==> src/rtl/vx_ecc_scrubber.sv <==
// SECDED read-path stage: registers the decoded response, scrubs single-bit corrections, counts errors.
// Optional macro ECC_SCRUB_EN enables the scrub write-back FSM; otherwise the scrub port is tied off.
module vx_ecc_scrubber #(
  parameter int unsigned DATA_BITS  = 128,
  parameter int unsigned ADDR_WIDTH = 32,
  parameter int unsigned TAG_WIDTH  = 8,
  parameter int unsigned CNT_WIDTH  = 16
) (
  input  logic                  clk,
  input  logic                  reset,
  input  logic                  in_valid,
  output logic                  in_ready,
  input  logic [ADDR_WIDTH-1:0] in_addr,
  input  logic [TAG_WIDTH-1:0]  in_tag,
  input  logic [DATA_BITS-1:0]  in_data,
  input  logic                  in_corrected,
  input  logic                  in_invalid,
  output logic                  out_valid,
  input  logic                  out_ready,
  output logic [DATA_BITS-1:0]  out_data,
  output logic [TAG_WIDTH-1:0]  out_tag,
  output logic                  out_error,
  output logic                  scrub_valid,
  input  logic                  scrub_ready,
  output logic [ADDR_WIDTH-1:0] scrub_addr,
  output logic [DATA_BITS-1:0]  scrub_data,
  input  logic                  cnt_clear,
  output logic [CNT_WIDTH-1:0]  cnt_corrected,
  output logic [CNT_WIDTH-1:0]  cnt_uncorrectable
);

  localparam logic [CNT_WIDTH-1:0] CNT_MAX = {CNT_WIDTH{1'b1}};

  logic accept;
  logic corr_only;

  assign accept    = in_valid & in_ready;
  // An invalid flag overrides a simultaneous corrected flag.
  assign corr_only = in_corrected & ~in_invalid;

  // One-entry response register.
  always_ff @(posedge clk or posedge reset) begin
    if (reset) begin
      out_valid <= 1'b0;
      out_data  <= '0;
      out_tag   <= '0;
      out_error <= 1'b0;
    end else if (accept) begin
      out_valid <= 1'b1;
      out_data  <= in_data;
      out_tag   <= in_tag;
      out_error <= in_invalid;
    end else if (out_ready) begin
      out_valid <= 1'b0;
    end
  end

  // Saturating error counters; a same-cycle clear drops the increment.
  always_ff @(posedge clk or posedge reset) begin
    if (reset) begin
      cnt_corrected     <= '0;
      cnt_uncorrectable <= '0;
    end else if (cnt_clear) begin
      cnt_corrected     <= '0;
      cnt_uncorrectable <= '0;
    end else if (accept) begin
      if (corr_only && (cnt_corrected != CNT_MAX))
        cnt_corrected <= cnt_corrected + CNT_WIDTH'(1);
      if (in_invalid && (cnt_uncorrectable != CNT_MAX))
        cnt_uncorrectable <= cnt_uncorrectable + CNT_WIDTH'(1);
    end
  end

`ifdef ECC_SCRUB_EN
  typedef enum logic {S_IDLE = 1'b0, S_SCRUB = 1'b1} state_t;
  state_t state;

  assign in_ready = (~out_valid | out_ready) & (state == S_IDLE);

  // Scrub FSM: hold the write-back request until the write port grants it.
  always_ff @(posedge clk or posedge reset) begin
    if (reset) begin
      state       <= S_IDLE;
      scrub_valid <= 1'b0;
      scrub_addr  <= '0;
      scrub_data  <= '0;
    end else begin
      case (state)
        S_IDLE: begin
          if (accept && corr_only) begin
            scrub_valid <= 1'b1;
            scrub_addr  <= in_addr;
            scrub_data  <= in_data;
            state       <= S_SCRUB;
          end
        end
        S_SCRUB: begin
          if (scrub_ready) begin
            scrub_valid <= 1'b0;
            state       <= S_IDLE;
          end
        end
      endcase
    end
  end
`else
  logic                  unused_scrub_ready;
  logic [ADDR_WIDTH-1:0] unused_in_addr;

  assign unused_scrub_ready = scrub_ready;
  assign unused_in_addr     = in_addr;
  assign in_ready           = ~out_valid | out_ready;
  assign scrub_valid        = 1'b0;
  assign scrub_addr         = '0;
  assign scrub_data         = '0;
`endif

endmodule

==> config.mk <==
export PLATFORM = sky130hd
export DESIGN_NAME = vx_ecc_scrubber
export DESIGN_NICKNAME = d
export VERILOG_FILES = /design/src/rtl/vx_ecc_scrubber.sv
export SDC_FILE = /design/constraint.sdc
export NUM_CORES = 1
export LEC_CHECK = 0
export ABC_CLOCK_PERIOD_IN_PS = 7280
export BUFFER_PORTS_ARGS = -buffer_cell sky130_fd_sc_hd__buf_2
export CAP_MARGIN = 20
export CELL_PAD_IN_SITES_DETAIL_PLACEMENT = 1
export CELL_PAD_IN_SITES_GLOBAL_PLACEMENT = 2
export CORE_AREA = 5 5 193 195
export CTS_CLUSTER_SIZE = 8
export DETAILED_ROUTE_END_ITERATION = 7
export DIE_AREA = 0 0 198 200
export GPL_ROUTABILITY_DRIVEN = 0
export PLACE_DENSITY_LB_ADDON = 0.3
export SYNTH_ARGS = -nofsm -noshare
export SYNTH_HDL_FRONTEND = slang
export SYNTH_SLANG_ARGS = --single-unit
==> constraint.sdc <==
create_clock -name clk -period 7.28 [get_ports clk]
set_clock_uncertainty 0.15 [all_clocks]
set_input_delay 0.728 -clock clk [delete_from_list [all_inputs] [get_ports clk]]
set_output_delay 0.728 -clock clk [all_outputs]
set_load 0.05 [all_outputs]
==> results.yml, run 1 <==
placement:
  io_buffers: 313
  place_ws_ps: 4260
  dpl.hpwl_um: 19000
  placed_area_um2: 9700
critical_path:
  required_ps: 7450
  worstSetupPathType: "flop to flop"
  crit_path_end_kind: "flop"
  path_max_fanout: 13
  critPathArrivalTime_ps: 2740
  reg2reg_depth: 6
  critPathLaunchType: "flop"
global_routing:
  grt_max_degree: 103
  grt_pass1_vias: 6124
  grt_use_total_pct: 12.0
  overflow: 0
  antenna_found_initial: 5
  grt_pass1_wl_um: 36500
synth:
  synth-simple-area-share_pct: 7.87
  yosys_warnings: 0
  yosysSeqAreaShare_pct: 51.7
  synthAdderAreaFrac_pct: 0.304
  yosysTopAreaCell: "dfrtp_1"
  synthCells: 667
  netlist_top_cells_area: "dfrtp_1 52%, mux2_2 20%, buf_4 15%, or4_1 1.5%, o31ai_1 1.4%"
  synth_compound_area_share_pct: 3.77
  synth_top_family_by_area: "multiplexers"
  synth_seq_cells: 170
  synthMuxAreaShare_pct: 20.0
  ys_types: 40
  syn_area_um2: 8230
  synth_xor_xnor_area_share_pct: 0
  synth_top_area_share_pct: 51.7
  synth_area_per_cell_um2: 12.3
cts:
  ctsHoldBuffers: 0
  clock_path_buffers: 2
  postCtsSetupBuffers: 0
  cts_resized: 0
  cts_made_buffers: 17
  cts_tree: "built"
  htree_levels: 4
  cts-root-buf: "clkbuf_16"
  worst_skew_pair.late_latency_ps: 440
  path_clk_slew_ps: 70
  cts_sinks: 170
min_path:
  hp-class: "input pin to async pin"
sta:
  fmax_ghz: 0.390
  slew_viol_final: 0
  tns_ps: 0
  min_period_ps: 2560
  slew_headroom_pct: 34.4
  worst_pin_slew_ps: 984
  hold_ws_ps: 88.4
  period_share_pct: 35.2
  hold_viol_final: 0
  rsz0062_at_grt: "no"
  fin_ws_ps: 4720
  final-setup-viol-count: 0
floorplanning:
  fp.coreArea_um2: 35200
  rows: 69
  die_h_um: 200
  dieArea_um2: 39600
  die_w_um: 198
  io_pins: 508
  start_util_pct: 23.4
route:
  vias_per_cell: 3.98
  drt-total-wl_um: 25000
  first_pass_iters: 4
  first_iter_violations: 133
  vias: 5784
  drt_drc_violations_left: 0
  wl_per_cell_um: 17.2
  ant_nets: 0
power_and_ir_drop:
  vdd_drop_max_mv: 0.157
  powerDensity_nw_per_um2: 291
  p_leak_uw: 0.00501
layout:
  layout.nets: 1155
  design_area_um2: 10300
  final_core_util_pct: 29.3
  drive_gt1_share_pct: 50.7
  layout-area-overhead-vs-synth_pct: 25.4
job:
  drv_cap: 0
run_status:
  outcome: "complete, no violations"
[flip-flops by register name, indices dropped and copies added (netlist names)]
signal and count:
out_valid 1, out_tag 8, out_data 128, out_error 1
cnt_corrected 16, cnt_uncorrectable 16
[layout by cell type (no fill, tap or decap), types with 8 or more instances in the layout]
cell	n
nand2_1	13
nor2b_1	10
mux2_2	145
conb_1	161
clkbuf_16	17
buf_2	313
o31ai_1	15
nand4_1	8
nand3_1	16
dfrtp_1	170
or4_1	16
nor2_1	12
a21oi_1	19
[final timing paths]
path,startpoint,to,slack (ps)
max in group asynchronous,reset,out_data[110],5160
min in group clk,out_error,out_error,340
worst max-delay path,cnt_uncorrectable[0],cnt_uncorrectable[9],4720
worst max register to register,cnt_uncorrectable[0],cnt_uncorrectable[9],4720
worst min-delay path,reset,out_data[65],90
worst min register to register,out_error,out_error,340
[power by group]
part	leakage (uW)	internal [uW]	switching, uW
sequential	0.00206	1060	54.1
combinational	0.00267	205	752
clock	0.000276	513	424
[metal layers]
layer	routed length [um]	global-route usage (%)	vias up	part of all wire [%]
met5	79	0	-	0.32
li1	-	-	2643	-
met2	12900	20.3	235	52
met4	332	3.77	10	1.3
met1	9320	13.7	2871	37
met3	2340	5.51	25	9.4
[cells in the mapped netlist]
library cell	instances
a211oi_1	1
a21oi_1	19
a31o_2	1
a31oi_1	1
and2_1	1
and3_1	2
and4_1	6
buf_1	3
buf_2	14
buf_4	161
clkbuf_1	9
conb_1	1
dfrtp_1	170
ha_1	2
inv_1	6
mux2_2	145
mux2i_1	1
nand2_1	14
nand2b_1	3
nand3_1	16
nand3b_1	1
nand4_1	8
nand4_4	1
nor2_1	12
nor2b_1	10
nor3_1	6
nor4_1	7
nor4_2	1
o211ai_1	1
o21a_1	1
o21ai_0	2
o21bai_1	1
o311a_1	3
o31a_1	1
o31ai_1	15
o41ai_1	1
or3_1	2
or3_4	1
or3b_2	1
or4_1	16
[kinds of logic after synthesis]
kind of cell / Yosys count
adders and majority gates: 2
AOI/OAI and AO/OA: 47
and+or+nand+nor: 108
other: 1
buffers and inverters: 193
DFF: 170
muxes: 146
[per-stage QoR]
stage                     power (uW)  instances
after floorplan                 1940        827
after global placement          2090       1418
after detailed placement        2100       1418
after CTS                       3060       1450
after global routing            3150       1451
final                           3010       1452
[worst max-delay path: stages, from the launching register on]
cell and delay [ps]:
dfrtp_1 460, ha_1 270, nand4_1 210, nor4_2 670, buf_4 300, nor4_1 80
mux2_2 310
[cell type report]
cell class | count | area (um^2)
fill | 4085 | 24900
sequential | 170 | 4250
multi-input combinational | 464 | 3240
timing repair buffer | 318 | 1620
tap | 461 | 577
clock buffer | 18 | 429
clock inverter | 14 | 159
inverter | 6 | 27.5
antenna | 1 | 2.50
Power figures use the tool's default switching activity.
==> run 2: changes to the inputs <==
--- a/config.mk
+++ b/config.mk
@@ -5,15 +5,16 @@
 export SDC_FILE = /design/constraint.sdc
 export NUM_CORES = 1
 export LEC_CHECK = 0
-export ABC_CLOCK_PERIOD_IN_PS = 7280
+export ABC_CLOCK_PERIOD_IN_PS = 2100
 export BUFFER_PORTS_ARGS = -buffer_cell sky130_fd_sc_hd__buf_2
 export CAP_MARGIN = 20
 export CELL_PAD_IN_SITES_DETAIL_PLACEMENT = 1
 export CELL_PAD_IN_SITES_GLOBAL_PLACEMENT = 2
-export CORE_AREA = 5 5 193 195
+export CORE_ASPECT_RATIO = 2
+export CORE_MARGIN = 5
+export CORE_UTILIZATION = 23
 export CTS_CLUSTER_SIZE = 8
 export DETAILED_ROUTE_END_ITERATION = 7
-export DIE_AREA = 0 0 198 200
 export GPL_ROUTABILITY_DRIVEN = 0
 export PLACE_DENSITY_LB_ADDON = 0.3
 export SYNTH_ARGS = -nofsm -noshare
==> constraint.sdc (replaced) <==
create_clock -name clk -period 2.1 [get_ports clk]
set_clock_uncertainty 0.15 [all_clocks]
set_input_delay 0.21 -clock clk [delete_from_list [all_inputs] [get_ports clk]]
set_output_delay 0.21 -clock clk [all_outputs]
set_load 0.05 [all_outputs]
==> run 2 against run 1 <==
  * The flow now finishes with violations (negative hold slack)
  * Register-to-register slack got worse by 4700 ps
  * Fmax increased by 25%
  * Critical path depth decreased by 1
  * Hold slack got worse by 92 ps
  * Cell count increased by 12%
  * Utilization increased by 5.1 points
  * Combinational power increased to 3.8 times the previous value
  * Total power increased to 3.6 times the previous value
  * Routed wire length increased by 13%
  * Sequential power increased to 3.5 times the previous value
  * Sequential share of layout area decreased by 6.5 points
  * Via count increased by 15%
  * Critical endpoint is now cnt_uncorrectable[2]
  * Highest routed layer is now met4
==> results.yml, run 2 (synthesis results as in run 1) <==
run_status:
  outcome: "complete, but fails checks"
  violations: "negative hold slack"
power_and_ir_drop:
  vdd_drop_max_mv: 0.541
  powerDensity_nw_per_um2: 887
  power_uw: 10900
  p_leak_uw: 0.00591
global_routing:
  grt_pass1_wl_um: 43100
  grt_pass1_vias: 7649
  overflow: 0
  grt_use_total_pct: 14.1
  use_met2_pct: 27.2
  globalRoute.busiestLayer: "met2"
  grt_use_met1_pct: 12.7
  met3_usage_pct: 5.18
  antenna_found_initial: 1
  grt_max_degree: 67
layout:
  reg_top3: "out_data x128, cnt_corrected x16, cnt_uncorrectable x16"
  design_area_um2: 12200
  final_cell_mix: "313 x buf_2, 170 x dfrtp_1, 161 x conb_1"
  layout.nets: 1344
  register_area_um2: 4250
  layout-area-overhead-vs-synth_pct: 48.7
  stdcell_count: 1630
  fillers: 4052
  multiInputGateArea_um2: 3270
  final_core_util_pct: 34.4
  largest_reg_flops: 128
  drive_gt1_share_pct: 47.6
  final_common_cell: "buf_2"
  regMostFlops: "out_data"
cts:
  cts-root-buf: "clkbuf_16"
  clock_path_buffers: 2
  htree_levels: 4
  worst_skew_pair.late_latency_ps: 440
  path_clk_slew_ps: 60
  cts_tree: "built"
  cts_made_buffers: 17
  cts_sinks: 170
placement:
  placed_area_um2: 10200
  io_buffers: 313
  dpl.hpwl_um: 22000
  dp.cells: 1457
critical_path:
  cp_slowest_cell: "or4_1"
  path_max_fanout: 4
  critPathLaunchType: "flop"
  path_cells: "ha_1 -> nand4_1 -> or4_1 -> nand3_1 -> mux2_2"
  required_ps: 2270
  cp_num_buf_inv: 0
  worstSetupPathType: "flop to flop"
  critPathArrivalTime_ps: 2220
  crit_path_end_kind: "flop"
  cpPeakStageDelay_ps: 600
  crit_family: "simple AND/OR/NAND/NOR gates"
sta:
  rsz0062_at_grt: "yes"
  hold_viol_final: 1
  tns_ps: 0
  final-setup-viol-count: 0
  fmax_ghz: 0.487
  slew_viol_final: 0
  min_period_ps: 2050
  period_share_pct: 97.8
  hold_ws_ps: -3.38
floorplanning:
  die_h_um: 278
  io_pins: 508
  rows: 98
  dieArea_um2: 39900
  fp.coreArea_um2: 35600
  die_w_um: 144
  start_util_pct: 23.1
job:
  drv_cap: 0
route:
  drt-total-wl_um: 28200
  drt_drc_violations_left: 0
  first_pass_iters: 4
  ant_nets: 0
  wl_per_cell_um: 17.3
  first_iter_violations: 106
  vias: 6630
  vias_per_cell: 4.07
min_path:
  hp-class: "input pin to flop"
## run 2: cell types whose count changed in the layout (fill, tap and decap cells not counted), moves of 3 or more
| cell | before | now |
|---|---|---|
| buf_4 | 4 | 45 |
| buf_12 | 0 | 11 |
| dlygate4sd3_1 | 0 | 138 |
| clkbuf_8 | 0 | 3 |
## run 2: area by class of cell
| type | instances | area share, % |
|---|---|---|
| Clock inverter | 12 | 1.23 |
| Multi-Input combinational cell | 464 | 26.7 |
| Clock buffer | 20 | 3.81 |
| Inverter | 6 | 0.215 |
| Antenna cell | 1 | 0.0204 |
| Timing Repair Buffer | 507 | 28.6 |
| Tap cell | 450 | 4.60 |
| Sequential cell | 170 | 34.8 |
## run 2: metal layers
metal | share of wire [%] | vias up
met1 | 32 | 3238
met4 | 2.9 | 0
met3 | 8.7 | 38
met2 | 57 | 340
met5 | 0 | -
li1 | - | 3014
## run 2: stage by stage
| step | worst slack (ps) | hold WS, ps |
|---|---|---|
| after global placement | 59.6 | 92.5 |
| after global routing | -24.5 | 5.46 |
| final | 46.1 | -3.38 |
| after CTS | 22.0 | 6.91 |
| after floorplan | -429 | 168 |
| after detailed placement | 36.5 | 91.3 |
## run 2: final timing paths
| check | from | to | slack (ps) | cells after the start |
|---|---|---|---|---|
| hold reg to reg | out_error | out_error | 330 | 2 |
| setup reg to reg | cnt_uncorrectable[0] | cnt_uncorrectable[2] | 50 | 5 |
| min in group asynchronous | reset | out_data[50] | 170 | 3 |
| setup / recovery | cnt_uncorrectable[0] | cnt_uncorrectable[2] | 50 | 5 |
| max in group asynchronous | reset | out_data[105] | 920 | 4 |
| hold / removal | out_ready | out_valid | -3 | 3 |
## run 2: what timing repair did
action,in CTS,in global routing
setup endpoints to repair,0,13
gates resized for setup,0,7
setup buffers,0,2
hold endpoints to repair,162,0
hold buffers,138,0
## run 2: power breakdown
| part | internal, uW | switching (uW) | leakage [uW] |
|---|---|---|---|
| sequential | 3660 | 188 | 0.00206 |
| clock | 1890 | 1490 | 0.000304 |
| combinational | 932 | 2690 | 0.00355 |
| total | 6490 | 4370 | 0.00591 |
## run 2: worst reg2reg max path: stages, from the launching register on
cell and delay (ps):
dfrtp_1 350, ha_1 170, nand4_1 200, or4_1 600
nand3_1 120, mux2_2 340
==> run 3: changes to the inputs <==
--- a/config.mk
+++ b/config.mk
@@ -13,10 +13,12 @@
 export CORE_ASPECT_RATIO = 2
 export CORE_MARGIN = 5
 export CORE_UTILIZATION = 23
+export CTS_BUF_LIST = sky130_fd_sc_hd__clkbuf_8
 export CTS_CLUSTER_SIZE = 8
 export DETAILED_ROUTE_END_ITERATION = 7
 export GPL_ROUTABILITY_DRIVEN = 0
 export PLACE_DENSITY_LB_ADDON = 0.3
+export SLEW_MARGIN = 15
 export SYNTH_ARGS = -nofsm -noshare
 export SYNTH_HDL_FRONTEND = slang
 export SYNTH_SLANG_ARGS = --single-unit
==> run 3 against run 2 <==
  * The run now ends clean
  * Critical path depth unchanged
  * Combinational power about the same
  * Clock-buffer cell count unchanged
  * Routed wire length down 0.20%
  * Clock power down 24%
  * Global-route usage about the same
  * Sequential power about the same
  * Fmax up 0.25%
  * First-iteration DRC count down 8.5%
  * Utilization down 0.45 points
==> results.yml, run 3 (synthesis results as in run 1) <==
layout:
  largest_reg_flops: 128
  fillers: 4081
  layout.nets: 1347
  drive_gt1_share_pct: 47.5
  regMostFlops: "out_data"
  register_area_um2: 4250
  multiInputGateArea_um2: 3270
  final_cell_mix: "313 x buf_2, 170 x dfrtp_1, 161 x conb_1"
  layout-area-overhead-vs-synth_pct: 46.8
  final_common_cell: "buf_2"
  final_core_util_pct: 34.0
  reg_top3: "out_data x128, cnt_corrected x16, cnt_uncorrectable x16"
floorplanning:
  fp.coreArea_um2: 35600
  dieArea_um2: 39900
  rows: 98
  die_w_um: 144
  start_util_pct: 23.1
  die_h_um: 278
  io_pins: 508
critical_path:
  crit_path_end_kind: "flop"
  path_max_fanout: 4
  critPathArrivalTime_ps: 2260
  required_ps: 2310
  worstSetupPathType: "flop to flop"
  critPathLaunchType: "flop"
run_status:
  outcome: "complete, no violations"
power_and_ir_drop:
  powerDensity_nw_per_um2: 832
  switching_share_pct: 42.4
  p_int_uw: 5790
  combinationalPowerShare_pct: 36.1
  vdd_drop_max_mv: 0.460
  p_clk_share_pct: 25.6
  p_seq_share_pct: 38.3
  p_switching_uw: 4270
  p_leak_uw: 0.00583
  power_uw: 10100
sta:
  fmax_ghz: 0.488
  hold_viol_final: 0
  hold_ws_ps: 79.7
  min_period_ps: 2050
  slew_viol_final: 0
  fin_ws_ps: 51.3
  final-setup-viol-count: 0
  rsz0062_at_grt: "no"
  period_share_pct: 97.6
job:
  drv_cap: 0
route:
  vias_per_cell: 4.06
  top_layer: "met4"
  wl_met3_um: 2450
  vias: 6631
  met2_length_um: 16000
  drt-total-wl_um: 28200
  ant_nets: 0
  met1Wirelength_um: 8900
  wl_per_cell_um: 17.2
  first_pass_iters: 3
  first_iter_violations: 97
  drt_drc_violations_left: 0
cts:
  cts_tree: "built"
  cts_sinks: 170
  worst_skew_pair.late_latency_ps: 480
  clock_path_buffers: 2
  cts_made_buffers: 17
  path_clk_slew_ps: 90
  cts-root-buf: "clkbuf_8"
  htree_levels: 4
placement:
  io_buffers: 313
  dpl.hpwl_um: 22000
  place_ws_ps: 36.5
global_routing:
  antenna_found_initial: 2
  grt_max_degree: 67
  overflow: 0
  grt_pass1_wl_um: 43000
  grt_use_total_pct: 14.1
  grt_pass1_vias: 7649
min_path:
  hp-class: "input pin to flop"
-- run 3: timing repair --
item / in CTS / in global routing
buffers inserted: 0 / 2
hold buffers: 141 / 0
endpoints found under the hold margin: 259 / 0
setup endpoints to repair: 0 / 13
resized for setup: 0 / 8
-- run 3: power by group through the flow --
stage	combinational, uW	clock, uW	sequential (uW)
2_1_floorplan	1400	0	5320
3_3_place_gp	3430	0	3890
5_1_grt	3800	2880	3900
6_report	3630	2580	3850
3_5_place_dp	3450	0	3920
4_1_cts	3660	2760	3860
-- run 3: path summary, 6_finish.rpt --
| path | from | to | slack [ps] | depth (start not counted) |
|---|---|---|---|---|
| worst max-delay path | cnt_uncorrectable[0] | cnt_uncorrectable[2] | 50 | 5 |
| worst min-delay path | in_invalid | cnt_uncorrectable[1] | 80 | 5 |
| worst max register to register | cnt_uncorrectable[0] | cnt_uncorrectable[2] | 50 | 5 |
| worst min register to register | out_error | out_error | 340 | 2 |
| max in group asynchronous | reset | out_data[105] | 950 | 4 |
| min in group asynchronous | reset | out_data[50] | 120 | 3 |
-- run 3: layout make-up --
class                   instances  share of cell area [%]
clock buffers                  20                    2.28
repair buffers                510                    29.3
inverters                       6                   0.217
well taps                     450                    4.66
multi-input cells             464                    27.1
diodes                          2                  0.0414
clock inverters                12                    1.24
flip-flops and latches        170                    35.2
-- run 3: stage by stage --
| stage | cells | instance area [um^2] | TNS [ps] |
|---|---|---|---|
| after floorplan | 827 | 8840 | -77470 |
| after global placement | 1457 | 10200 | 0 |
| after detailed placement | 1457 | 10200 | 0 |
| after CTS | 1630 | 12000 | 0 |
| after global routing | 1634 | 12100 | 0 |
| final | 1634 | 12100 | 0 |
-- run 3: layer usage --
layer  vias to the layer above  track usage [%]
li1                       3010                -
met3                        38             5.31
met1                      3245             12.6
met4                         0             5.44
met2                       338             27.3
met5                         -                0
-- run 3: worst max-delay path, cell delays in order, from the launching register on --
cell and delay [ps]:
dfrtp_1 370, ha_2 180, nand4_1 200, or4_4 590, nand3_1 110, mux2_2 340
